### src/rtl/keypad_scanner_pkg.sv
// Shared constants, types and helpers for the keypad scanner.
package keypad_pkg;

  localparam int NUM_COLS = 4;
  localparam int NUM_ROWS = 4;
  localparam int NUM_KEYS = NUM_COLS * NUM_ROWS;
  localparam int KEY_W    = $clog2(NUM_KEYS);

  typedef logic [KEY_W-1:0] key_code_t;

  typedef enum logic [1:0] {
    IDLE,
    DRIVE,
    SAMPLE
  } scan_state_t;

  // Lowest set bit wins, so key 0 has the highest delivery priority.
  function automatic key_code_t lowest_set(input logic [NUM_KEYS-1:0] v);
    lowest_set = '0;
    for (int i = NUM_KEYS - 1; i >= 0; i--) begin
      if (v[i]) lowest_set = key_code_t'(i);
    end
  endfunction

endpackage

### src/rtl/keypad_scanner_if.sv
// Press-event handshake between the scanner (master) and the request logic (slave).
interface keypad_scanner_if;
  import keypad_pkg::*;

  logic      key_valid;
  key_code_t key_code;
  logic      key_ready;

  modport master (output key_valid, output key_code, input key_ready);
  modport slave  (input key_valid, input key_code, output key_ready);
endinterface

### src/rtl/keypad_scanner_debounce.sv
// Per-key debouncer: the stable level flips only after DEBOUNCE_SCANS consecutive
// disagreeing samples; rise_o pulses in the sample cycle that flips the level 0->1.
module key_debounce #(
  parameter int DEBOUNCE_SCANS = 3
) (
  input  logic clk,
  input  logic rst_n,
  input  logic sample_i,
  input  logic raw_i,
  output logic stable_o,
  output logic rise_o
);

  localparam int CNT_W = (DEBOUNCE_SCANS > 1) ? $clog2(DEBOUNCE_SCANS) : 1;
  localparam logic [CNT_W-1:0] CNT_LAST = CNT_W'(DEBOUNCE_SCANS - 1);

  logic             stable_q;
  logic [CNT_W-1:0] cnt_q;
  logic             flip;

  assign flip     = sample_i && (raw_i != stable_q) && (cnt_q == CNT_LAST);
  assign stable_o = stable_q;
  assign rise_o   = flip && raw_i;

  always_ff @(posedge clk or negedge rst_n) begin
    if (!rst_n) begin
      stable_q <= 1'b0;
      cnt_q    <= '0;
    end else if (sample_i) begin
      if (raw_i == stable_q) begin
        cnt_q <= '0;
      end else if (cnt_q == CNT_LAST) begin
        stable_q <= raw_i;
        cnt_q    <= '0;
      end else begin
        cnt_q <= cnt_q + 1'b1;
      end
    end
  end

endmodule

### src/rtl/keypad_scanner.sv
// Column-strobed keypad scanner: row sync, per-key debounce, press-event queue
// and a single-entry valid/ready output register.
module keypad_scanner
  import keypad_pkg::*;
#(
  parameter int SETTLE_CYCLES  = 8,
  parameter int DEBOUNCE_SCANS = 3
) (
  input  logic                clk,
  input  logic                rst_n,
  input  logic                scan_en,
  input  logic [NUM_ROWS-1:0] row,
  output logic [NUM_COLS-1:0] col,
  keypad_scanner_if.master    key
);

  localparam int COL_W = (NUM_COLS > 1) ? $clog2(NUM_COLS) : 1;
  localparam int SET_W = $clog2(SETTLE_CYCLES);
  localparam logic [SET_W-1:0] SETTLE_LAST = SET_W'(SETTLE_CYCLES - 1);
  localparam logic [COL_W-1:0] COL_LAST    = COL_W'(NUM_COLS - 1);

  scan_state_t         state_q;
  logic [COL_W-1:0]    col_idx_q;
  logic [COL_W-1:0]    col_idx_next;
  logic [SET_W-1:0]    settle_q;
  logic [NUM_COLS-1:0] col_q;
  logic [NUM_ROWS-1:0] row_s1_q, row_s2_q;
  logic [NUM_KEYS-1:0] key_rise, key_stable;
  logic [NUM_KEYS-1:0] pending_q, pending_d, pending_clr;
  logic                valid_q;
  key_code_t           code_q;
  key_code_t           next_code;
  logic                pending_any, load;
  logic                unused_stable;

  assign col_idx_next = (col_idx_q == COL_LAST) ? '0 : col_idx_q + 1'b1;

  always_ff @(posedge clk or negedge rst_n) begin
    if (!rst_n) begin
      state_q   <= IDLE;
      col_idx_q <= '0;
      settle_q  <= '0;
      col_q     <= '0;
    end else if (!scan_en) begin
      state_q   <= IDLE;
      col_idx_q <= '0;
      settle_q  <= '0;
      col_q     <= '0;
    end else begin
      case (state_q)
        IDLE: begin
          state_q   <= DRIVE;
          col_idx_q <= '0;
          settle_q  <= '0;
          col_q     <= NUM_COLS'(1);
        end
        DRIVE: begin
          if (settle_q == SETTLE_LAST) state_q <= SAMPLE;
          else                         settle_q <= settle_q + 1'b1;
        end
        SAMPLE: begin
          state_q   <= DRIVE;
          settle_q  <= '0;
          col_idx_q <= col_idx_next;
          col_q     <= NUM_COLS'(1) << col_idx_next;
        end
        default: begin
          state_q <= IDLE;
          col_q   <= '0;
        end
      endcase
    end
  end

  always_ff @(posedge clk or negedge rst_n) begin
    if (!rst_n) begin
      row_s1_q <= '0;
      row_s2_q <= '0;
    end else begin
      row_s1_q <= row;
      row_s2_q <= row_s1_q;
    end
  end

  for (genvar c = 0; c < NUM_COLS; c++) begin : g_col
    for (genvar r = 0; r < NUM_ROWS; r++) begin : g_row
      key_debounce #(.DEBOUNCE_SCANS(DEBOUNCE_SCANS)) u_db (
        .clk      (clk),
        .rst_n    (rst_n),
        .sample_i ((state_q == SAMPLE) && (col_idx_q == COL_W'(c))),
        .raw_i    (row_s2_q[r]),
        .stable_o (key_stable[c*NUM_ROWS+r]),
        .rise_o   (key_rise[c*NUM_ROWS+r])
      );
    end
  end

  // Debounced levels are not needed here; only press edges are queued.
  assign unused_stable = ^key_stable;

  always_comb begin
    next_code   = lowest_set(pending_q);
    pending_any = |pending_q;
    load        = !valid_q || key.key_ready;
    pending_clr = '0;
    if (load && pending_any) pending_clr[next_code] = 1'b1;
    // A press landing on the bit being handed out is kept, not lost.
    pending_d = (pending_q & ~pending_clr) | key_rise;
  end

  always_ff @(posedge clk or negedge rst_n) begin
    if (!rst_n) begin
      pending_q <= '0;
      valid_q   <= 1'b0;
      code_q    <= '0;
    end else begin
      pending_q <= pending_d;
      if (load) begin
        if (pending_any) begin
          valid_q <= 1'b1;
          code_q  <= next_code;
        end else begin
          valid_q <= 1'b0;
        end
      end
    end
  end

  assign col           = col_q;
  assign key.key_valid = valid_q;
  assign key.key_code  = code_q;

endmodule

### src/flat_wrapper.sv
// flat-port wrapper written by rule: the top's interface ports become plain ports
module keypad_scanner_flat import keypad_pkg::*;
#(
  parameter int SETTLE_CYCLES  = 8,
  parameter int DEBOUNCE_SCANS = 3
)
  (clk, rst_n, scan_en, row, col, key_key_valid, key_key_code, key_key_ready);
  keypad_scanner_if key_i ();
  input  logic clk;
  input  logic rst_n;
  input  logic scan_en;
  input  logic [NUM_ROWS-1:0] row;
  output logic [NUM_COLS-1:0] col;
  output wire logic [$bits(key_i.key_valid)-1:0] key_key_valid;
  output wire logic [$bits(key_i.key_code)-1:0] key_key_code;
  input wire logic [$bits(key_i.key_ready)-1:0] key_key_ready;
  assign key_key_valid = key_i.key_valid;
  assign key_key_code = key_i.key_code;
  assign key_i.key_ready = key_key_ready;
  keypad_scanner #(.SETTLE_CYCLES(SETTLE_CYCLES), .DEBOUNCE_SCANS(DEBOUNCE_SCANS)) u_core (.clk(clk), .rst_n(rst_n), .scan_en(scan_en), .row(row), .col(col), .key(key_i));
endmodule
### config.mk
export PLATFORM = sky130hd
export DESIGN_NAME = keypad_scanner_flat
export DESIGN_NICKNAME = d
export VERILOG_FILES = /design/src/rtl/keypad_scanner_pkg.sv /design/src/rtl/keypad_scanner_if.sv /design/src/rtl/keypad_scanner_debounce.sv /design/src/rtl/keypad_scanner.sv /design/src/flat_wrapper.sv
export SDC_FILE = /design/constraint.sdc
export NUM_CORES = 1
export LEC_CHECK = 0
export BUFFER_PORTS_ARGS = -buffer_cell sky130_fd_sc_hd__buf_2
export CAP_MARGIN = 10
export CORE_ASPECT_RATIO = 1.1
export CORE_MARGIN = 2
export CORE_UTILIZATION = 65
export CTS_CLUSTER_DIAMETER = 80
export DETAILED_ROUTE_END_ITERATION = 8
export PLACE_DENSITY = 0.83
export SLEW_MARGIN = 5
export SYNTH_ARGS = -nofsm -noshare
export SYNTH_HDL_FRONTEND = slang
export SYNTH_SLANG_ARGS = --single-unit
### constraint.sdc
create_clock -name clk -period 3.69 [get_ports clk]
set_input_delay 0.1845 -clock clk [delete_from_list [all_inputs] [get_ports clk]]
set_output_delay 0.1845 -clock clk [all_outputs]
set_load 0.02 [all_outputs]
# Word level (Yosys, flattened, before mapping)
# Index checks and enable logic that the tools add are counted.
# totals
ff_bits	88
input_bits	8
out_inout_bits	9
word_cells	281
# classes
n_addsub	18
n_lt_le_gt_ge	2
n_eq_ne	59
shifts	1
muxes	63
bitwise	19
reduce_logical	78
# ops
op	count
$mux 2	36
$mux 4	17
$logic_and 1x1->1	54
$reduce_and 3->1	16
$eq 2x2->1 const B	19
$add 2x1->2 const B	17
$and 16x16->16	1
$eq 1x1->1	16
$mux 16	1
$ne 1x1->1	16
$not 1->1	16
$not 16->16	1
$or 16x16->16	1
$reduce_or 16->1	1
$pmux 4 s3	1
$pmux 2 s2	2
$mux 3	2
$ne 3x2->1 const B	2
$pmux 3 s2	1
$lt 4x5->1 const B	1
$demux 1 s4	1
$eq 2x1->1 const B	2
$ge 4x1->1 const B	1
$logic_not 2->1	2
other kinds (11)	13

# Depth between registers and ports, before layout
# Gate-level depths: netlist (run 1).
# depth
ltp_word	24
depth_mapped	7
mapped_depth_nobuf	6

# By module
# From an unflattened synthesis (run 1), not the netlist that was laid out.
# unflattened
hier_cells	391
area_unflattened_um2	4266.6
# modules_own_cells
module	instances	cells_each	area_per_inst_um2	seq_area_each_um2
key_debounce	16	13	146.4	75.1
keypad_scanner	1	183	1924.3	1001.0

# Worst setup path after synthesis (run 1)
# No wires, ideal clock.
# synth_timing
path_type	register -> register
from	reg u_core.pending_q[5]
to	reg u_core.pending_q[15]
setup_ns	0.124
arrival_ns	1.728
t_required_ns	3.566
setup_slack_ns	1.838
stages_incl_launch_ff	6
n_path_buf	0
synth_period_minus_slack_ns	1.852
path_cell_list	dfrtp_1 or4_4 o32ai_1 a21o_2 a21bo_1 a211o_1
# synth_between
elab_chain_cells	14
word_cells_on_any_way	17
classes_between	order compare: 2; mux: 9; bitwise: 3; reduce/logical: 3
# synth_lines
item	line_no	text
start, declared	keypad_scanner.sv:29	logic [NUM_KEYS-1:0] pending_q, pending_d, pending_clr;
start signal, assigned	keypad_scanner.sv:117	pending_q <= pending_d;
$mux 4 (6 in a row)	keypad_scanner_pkg.sv:21	if (v[i]) lowest_set = key_code_t'(i);
$lt 4x5->1 (not written as such) or $ge 4x1->1 (tied branches)	keypad_scanner.sv:106	if (load && pending_any) pending_clr[next_code] = 1'b1;
$logic_and 1x1->1 (not written as such)	keypad_scanner.sv:106	
$mux 1 (not written as such)	keypad_scanner.sv:106	
$demux 1 s4	n/a	
$mux 16 *	keypad_scanner.sv:106	
$not 16->16 *	keypad_scanner.sv:108	pending_d = (pending_q & ~pending_clr) | key_rise;
$and 16x16->16 *	keypad_scanner.sv:108	
$or 16x16->16 *	keypad_scanner.sv:108	
named net u_core.pending_d[15]	keypad_scanner.sv:29	
# Mark *: on every way through the listed nets, which the timed path passes. The rest lies on a longest branch.
# A chain may end at the register's enable or synchronous reset.

# Worst setup path in the final report (run 1)
# layout_timing
from	reg u_core.state_q[1]
to	reg u_core.g_col[2].g_row[3].u_db.stable_q
# layout_between
elab_chain_cells	3
# layout_lines
item	line_no	text
start, declared	keypad_scanner.sv:22	scan_state_t state_q;
start signal, assigned	keypad_scanner.sv:40	state_q <= IDLE;
start signal, assigned	keypad_scanner.sv:45	state_q <= IDLE;
start signal, assigned	keypad_scanner.sv:52	state_q <= DRIVE;
$eq 2x2->1	keypad_scanner.sv:90	.sample_i ((state_q == SAMPLE) && (col_idx_q == COL_W'(c))),
$logic_and 1x1->1	keypad_scanner.sv:90	
$reduce_and 3->1 (no source line)	n/a	
end signal, assigned	keypad_scanner_debounce.sv:33	stable_q <= raw_i;
end, declared	keypad_scanner_debounce.sv:17	logic stable_q;
# No other way between the ends.

==> results of run 1 <==
[sequential cells by signal, indices dropped and copies added (netlist names), 3 cells and up]
register                          count
u_core.pending_q                     16
u_core.g_col.g_row.u_db.stable_o     16
u_core.row_s1_q                       4
u_core.key.key_code                   4
u_core.settle_q                       3
u_core.col                            4
u_core.row_s2_q                       4
u_core.g_col.g_row.u_db.cnt_q        32
[worst max-delay path, stage by stage, from the launching register on]
cell	delay [ps]
dfrtp_1	480
nor2b_1	510
nand2_1	450
nor2_1	320
nand2_1	110
mux2_2	280
[layout by cell type (no fill, tap or decap), types with 3 or more instances in the layout]
| cell type | count |
|---|---|
| o21ai_0 | 28 |
| o211ai_1 | 3 |
| a21oi_1 | 15 |
| ha_1 | 10 |
| dfrtp_1 | 88 |
| o2bb2ai_1 | 3 |
| clkbuf_8 | 9 |
| nand2b_1 | 16 |
| nand4b_1 | 3 |
| a22oi_1 | 5 |
| xnor2_1 | 10 |
| xor2_1 | 4 |
| nor4b_1 | 4 |
| dlygate4sd3_1 | 4 |
| nor2b_1 | 13 |
| buf_2 | 15 |
| mux2_2 | 18 |
| nand2_1 | 69 |
| a21bo_2 | 9 |
| nor2_1 | 34 |
| inv_1 | 8 |
| nand3_1 | 5 |
| a21o_1 | 6 |
| nor3b_1 | 3 |
| nor4_1 | 3 |
[cell type report]
cell class,instances,area share
multi-input cells,293,0.413
clock buffers,9,0.0275
repair buffers,20,0.0272
clock inverters,7,0.0142
flip-flops and latches,88,0.489
inverters,8,0.00667
well taps,80,0.0222
[path summary, 6_finish.rpt]
check,startpoint,endpoint,slack (ps),depth (start not counted)
worst max-delay path,u_core.state_q[1],u_core.g_col[2].g_row[3].u_db.stable_o,1430,5
worst min register to register,u_core.row_s1_q[3],u_core.row_s2_q[3],360,0
max in group asynchronous,rst_n,u_core.g_col[3].g_row[0].u_db.cnt_q[1],3000,1
worst max register to register,u_core.state_q[1],u_core.g_col[2].g_row[3].u_db.stable_o,1430,5
worst min-delay path,rst_n,u_core.key.key_code[2],-3,1
min in group clk,scan_en,u_core.col[0],110,2
[power by group]
group	total [uW]	internal (uW)	leakage, uW	switching [uW]
sequential	1090	1020	0.00119	64.6
clock	635	260	0.0000903	375
combinational	489	196	0.000874	293
[layer usage]
metal,track usage,share of wire
met1,0.294,0.43
met2,0.417,0.51
met3,0.0474,0.038
met4,0.122,0.017
met5,0,0
[cells by family after synthesis]
kind of cell / after synthesis
compound gates: 85
xor+xnor: 14
fa+ha+maj: 10
buf+inv: 19
flops: 88
mux: 18
simple gates: 166
[through the flow]
step,std cells,power [uW],setup slack [ps],util
2_1_floorplan,400,1440,1840,-
3_3_place_gp,485,1570,1600,0.695
3_5_place_dp,485,1580,1490,0.695
4_1_cts,505,2220,1490,0.732
5_1_grt,505,2330,1250,0.732
6_report,505,2210,1430,0.732
==> flow_metrics.tcl, run 1 <==
set metrics [dict create \
    run_status "finished with violations" \
    violations "negative hold slack" \
    die_y_um 87.7 \
    rsz0062_at_grt "false" \
    drtIter0Drc 238 \
    path_max_fanout 16 \
    cts_tree "yes" \
    slew_headroom 0.298 \
    routed_wl_um 7590 \
    clk_pin_slew_ps 100 \
    cts.sinks 88 \
    p_leak_uw 0.00215 \
    grt_pass1_wl_um 13000 \
    synth_most_common_cell "dfrtp_1" \
    period_share 0.613 \
    fmax_mhz 442 \
    synth_xor_area_frac 0.0297 \
    fin_setup_tns_ps 0 \
    ys_async_sr_fraction 1.00 \
    core-area_sq_mm 0.00616 \
    placed_cell_area_sq_mm 0.00428 \
    cts_setup_buffers 0 \
    cts_inserted_buffers 9 \
    grt.overflow.total 0 \
    crit_path_end_kind "flop" \
    h-tree-depth 3 \
    area_delta_synth_final_pct 8.90 \
    start_kind "flop" \
    clock_path_buffers 2 \
    die-area_sq_mm 0.00702 \
    min_period_ps 2260 \
    cts_hold_buffers 4 \
    grt_max_degree 89 \
    ys_types 52 \
    syn_avg_cell_area_sq_um 10.3 \
    netlist_top_cells_count "88 x dfrtp_1, 69 x nand2_1, 34 x nor2_1" \
    clk_latency_ps 360 \
    io_buffers 16 \
    critical_path_class "flop to flop" \
    synthAdderAreaFrac 0.0303 \
    io_pins 17 \
    cp.arrival_ps 2500 \
    maxCapViolations 0 \
    synth_simple_gate_area_share 0.202 \
    worst_pin_slew_ps 1050 \
    ir_worst_vdd_uv 304 \
    vias 2930 \
    synth_area_sq_mm 0.00414 \
    hold_violations 8 \
    gp_congestion 0.853 \
    antenna_found_initial 0 \
    worstHoldPathType "primary input to asynchronous set/reset pin" \
    powerDensity_mw_per_mm2 491 \
    synth_nets 418 \
    fillCellCount 460 \
    viasPerCell 5.80 \
    synth_seq_cells 88 \
    layout.nets 438 \
    synth-edff-count 0 \
    start_util 0.672 \
    clock-root-buffer "clkbuf_8" \
    cts-resized-gates 0 \
    synth_warnings 0 \
    drc_errors 0 \
    synth_top_area_share 0.533 \
    detailed_place_hpwl_um 5210 \
    die_w_um 80.1 \
    multi_input_area_sq_mm 0.00186 \
    dr.pass1.iters 4 \
    synth_top_family_by_area "simple AND/OR/NAND/NOR gates" \
    synth_seq_area_share 0.533 \
    netlist_instances 400 \
    fin_skew_ps 9.58 \
    synth_compound_area_frac 0.139 \
    synth_mux_area_frac 0.0490 \
    ys.flop_type "dfrtp_1" \
    regArea_sq_mm 0.00220 \
    ant_nets 0 \
    grt_usage 0.243 \
    yosys.area.top_type "dfrtp_1" \
    final_layout_size_suffix_gt1_frac 0.155 \
    worstPathRequired_ps 3930 \
    maxSlewViolCount 0 \
    synthTopCellsByArea "dfrtp_1 53%, nand2_1 6.3%, mux2_2 4.9%" \
    wl_per_cell_um 15.0 \
    setup_viol_count_final 0 \
    num_rows 30 \
    first_global_vias 2935 \
    final_cell_area_sq_mm 0.00450 \
    diodes 0 \
    whs_ps -3.20 \
]
Power figures use the tool's default switching activity.
==> inputs of run 2 (changes only) <==
--- a/config.mk
+++ b/config.mk
@@ -5,14 +5,15 @@
 export SDC_FILE = /design/constraint.sdc
 export NUM_CORES = 1
 export LEC_CHECK = 0
+export ABC_AREA = 1
 export BUFFER_PORTS_ARGS = -buffer_cell sky130_fd_sc_hd__buf_2
 export CAP_MARGIN = 10
 export CORE_ASPECT_RATIO = 1.1
 export CORE_MARGIN = 2
-export CORE_UTILIZATION = 65
+export CORE_UTILIZATION = 61
 export CTS_CLUSTER_DIAMETER = 80
 export DETAILED_ROUTE_END_ITERATION = 8
-export PLACE_DENSITY = 0.83
+export PLACE_DENSITY = 0.79
 export SLEW_MARGIN = 5
 export SYNTH_ARGS = -nofsm -noshare
 export SYNTH_HDL_FRONTEND = slang
==> constraint.sdc (replaced) <==
create_clock -name clk -period 2.3 [get_ports clk]
set_input_delay 0.115 -clock clk [delete_from_list [all_inputs] [get_ports clk]]
set_output_delay 0.115 -clock clk [all_outputs]
set_load 0.02 [all_outputs]
==> run 2 against run 1 <==
Compared with the run above:
- the run now ends clean
- first-iteration DRC count down 29%
- routed wire length about the same
- synthesized area down 1.9%
- cell count up 10%
- total power up 99%
- synthesized cell count up 11%
- clock skew up 1.9 ps
- die area up 4.3%
- cell area down 0.64%
- sequential cell count unchanged
- worst setup slack worse by 890 ps
- non-clock buffer count up 3
- critical path type unchanged
- critical endpoint is now u_core.g_col[3].g_row[2].u_db.stable_o
==> flow_metrics.tcl, run 2 <==
set metrics [dict create \
    cts.sinks 88 \
    worstHoldPathType "primary input to flop" \
    whs_ps 31.1 \
    worstPathRequired_ps 2580 \
    maxSlewViolCount 0 \
    synth_warnings 0 \
    crit_path_end_kind "flop" \
    synth_nets 461 \
    worst_path_max_delay_cell "dfrtp_1" \
    final_layout_size_suffix_gt1_frac 0.116 \
    h-tree-depth 3 \
    die-area_sq_mm 0.00732 \
    period_share 0.765 \
    run_status "complete, no violations" \
    final_cell_mix "101 x nand2_1, 88 x dfrtp_1, 68 x inv_1" \
    drtIter0Drc 170 \
    first_global_vias 2892 \
    routed_wl_um 7580 \
    num_rows 31 \
    dp_cells 537 \
    path_cells "inv_1 > nor2_4 > inv_1 > nor2_2 > buf_4 > inv_1 > nor3_1 > nand2_1 > o21ai_0" \
    slew_headroom 0.619 \
    yosys.area.top_type "dfrtp_1" \
    largest_register_ffs 32 \
    critical_path_class "flop to flop" \
    rsz0062_at_grt "false" \
    synth-edff-count 0 \
    ant_nets 0 \
    p_leak_uw 0.00215 \
    ir_worst_vdd_uv 824 \
    fmax_mhz 568 \
    finalWorstSetupSlack_ps 540 \
    synth_area_sq_mm 0.00406 \
    start_kind "flop" \
    die_y_um 89.5 \
    grt_pass1_wl_um 12800 \
    path_buf_inv 4 \
    netlist_instances 443 \
    grt_usage 0.234 \
    core-area_sq_mm 0.00652 \
    io_buffers 16 \
    diodes 0 \
    clk_pin_slew_ps 80 \
    ys_types 32 \
    fin_skew_ps 11.4 \
    die_w_um 81.7 \
    syn_avg_cell_area_sq_um 9.15 \
    regMostFlops "u_core.g_col.g_row.u_db.cnt_q" \
    cts_tree "yes" \
    vias 3027 \
    gp_congestion 0.844 \
    synth_seq_cells 88 \
    detailed_place_hpwl_um 5370 \
    slowest_delay_ps 490 \
    setup_viol_count_final 0 \
    worst_pin_slew_ps 572 \
    dr.pass1.iters 4 \
    ys_async_sr_fraction 1.00 \
    cp_common_cell "inv_1" \
    maxCapViolations 0 \
    clock-root-buffer "clkbuf_8" \
    start_util 0.622 \
    grt_max_degree 46 \
    hold_violations 0 \
    wl_per_cell_um 13.6 \
    synth_top_area_share 0.543 \
    stdcell_count 557 \
    synth_seq_area_share 0.543 \
    final_common_cell "nand2_1" \
    path_max_fanout 14 \
    io_pins 17 \
    layout.nets 489 \
    cp.arrival_ps 2040 \
    area_delta_synth_final_pct 10.3 \
    viasPerCell 5.43 \
    synthTopCellsByArea "dfrtp_1 54%, nand2_1 9.3%, inv_1 6.3%" \
    clock_path_buffers 2 \
    path_delay_family "simple AND/OR/NAND/NOR gates" \
    powerDensity_mw_per_mm2 985 \
    clk_latency_ps 360 \
    cts_inserted_buffers 9 \
    min_period_ps 1760 \
    antenna_found_initial 0 \
    drc_errors 0 \
    grt.overflow.total 0 \
    synth_most_common_cell "nand2_1" \
    ys.flop_type "dfrtp_1" \
    netlist_top_cells_count "101 x nand2_1, 88 x dfrtp_1, 68 x inv_1" \
    fin_setup_tns_ps 0 \
    fillCellCount 491 \
    dp_slack_ps 544 \
]
## run 2: cell types whose count changed in the layout (fill, tap and decap cells not counted), sizes merged, moves of 13 or more
cell / previous run / this run
inv: 12 / 73
nand2: 69 / 110
nand3: 6 / 29
nor2: 34 / 14
mux2: 18 / 0
nand2b: 16 / 0
o22ai: 0 / 16
nor2b: 13 / 0
## run 2: final cells by class
cell class,instances,area [sq um],share of cell area
clock buffers,12,145,0.0324
flip-flops and latches,88,2200,0.492
repair buffers,23,160,0.0358
inverters,73,274,0.0612
clock inverters,3,42.5,0.00951
multi-input cells,276,1550,0.346
well taps,82,103,0.0229
## run 2: worst paths after layout
path,startpoint,endpoint,slack (ps),cells after the start
setup / recovery,u_core.state_q[1],u_core.g_col[3].g_row[2].u_db.stable_o,540,9
hold / removal,scan_en,u_core.state_q[0],30,3
setup reg to reg,u_core.state_q[1],u_core.g_col[3].g_row[2].u_db.stable_o,540,9
hold reg to reg,u_core.row_s1_q[2],u_core.row_s2_q[2],340,0
max in group asynchronous,rst_n,u_core.g_col[3].g_row[0].u_db.stable_o,1370,3
min in group asynchronous,rst_n,u_core.g_col[0].g_row[1].u_db.cnt_q[0],290,2
## run 2: kinds of logic after synthesis
| family | Yosys count | share of synthesized area |
|---|---|---|
| and+or+nand+nor | 182 | 0.213 |
| DFF | 88 | 0.543 |
| buffers and inverters | 79 | 0.0753 |
| AOI/OAI and AO/OA | 65 | 0.0963 |
| xor gates and xnor gates | 16 | 0.0346 |
| adders and majority gates | 10 | 0.0309 |
| muxes | 3 | 0.00741 |
## run 2: worst reg2reg max path, stage by stage (launching register included)
cell and delay [ps]:
dfrtp_1 490, inv_1 160, nor2_4 160, inv_1 70
nor2_2 100, buf_4 190, inv_1 90, nor3_1 210
nand2_1 120, o21ai_0 100
## run 2: power by group
| group | leakage, uW | switching (uW) | internal (uW) |
|---|---|---|---|
| clock network | 0.0000925 | 530 | 525 |
| registers | 0.00118 | 138 | 1720 |
| logic | 0.000880 | 1020 | 476 |
| total | 0.00215 | 1690 | 2720 |
## run 2: metal layers
| metal | global-route usage | vias up | part of all wire |
|---|---|---|---|
| li1 | - | 1498 | - |
| met1 | 0.301 | 1457 | 0.45 |
| met2 | 0.384 | 57 | 0.49 |
| met3 | 0.0394 | 15 | 0.038 |
| met4 | 0.117 | 0 | 0.021 |
| met5 | 0 | - | 0 |
## run 2: stage by stage
stage / utilization / total power [uW] / cell area, sq um
floorplan: - / 3010 / 4060
global placement: 0.650 / 3300 / 4240
detailed placement: 0.650 / 3360 / 4240
CTS: 0.687 / 4410 / 4470
global route: 0.687 / 4690 / 4470
finish: 0.687 / 4410 / 4470
## run 2: timing repair
action | in CTS | in global routing
endpoints found under the hold margin | 48 | 0
setup buffers | 0 | 0
hold buffers | 5 | 0
resized for setup | 0 | 0
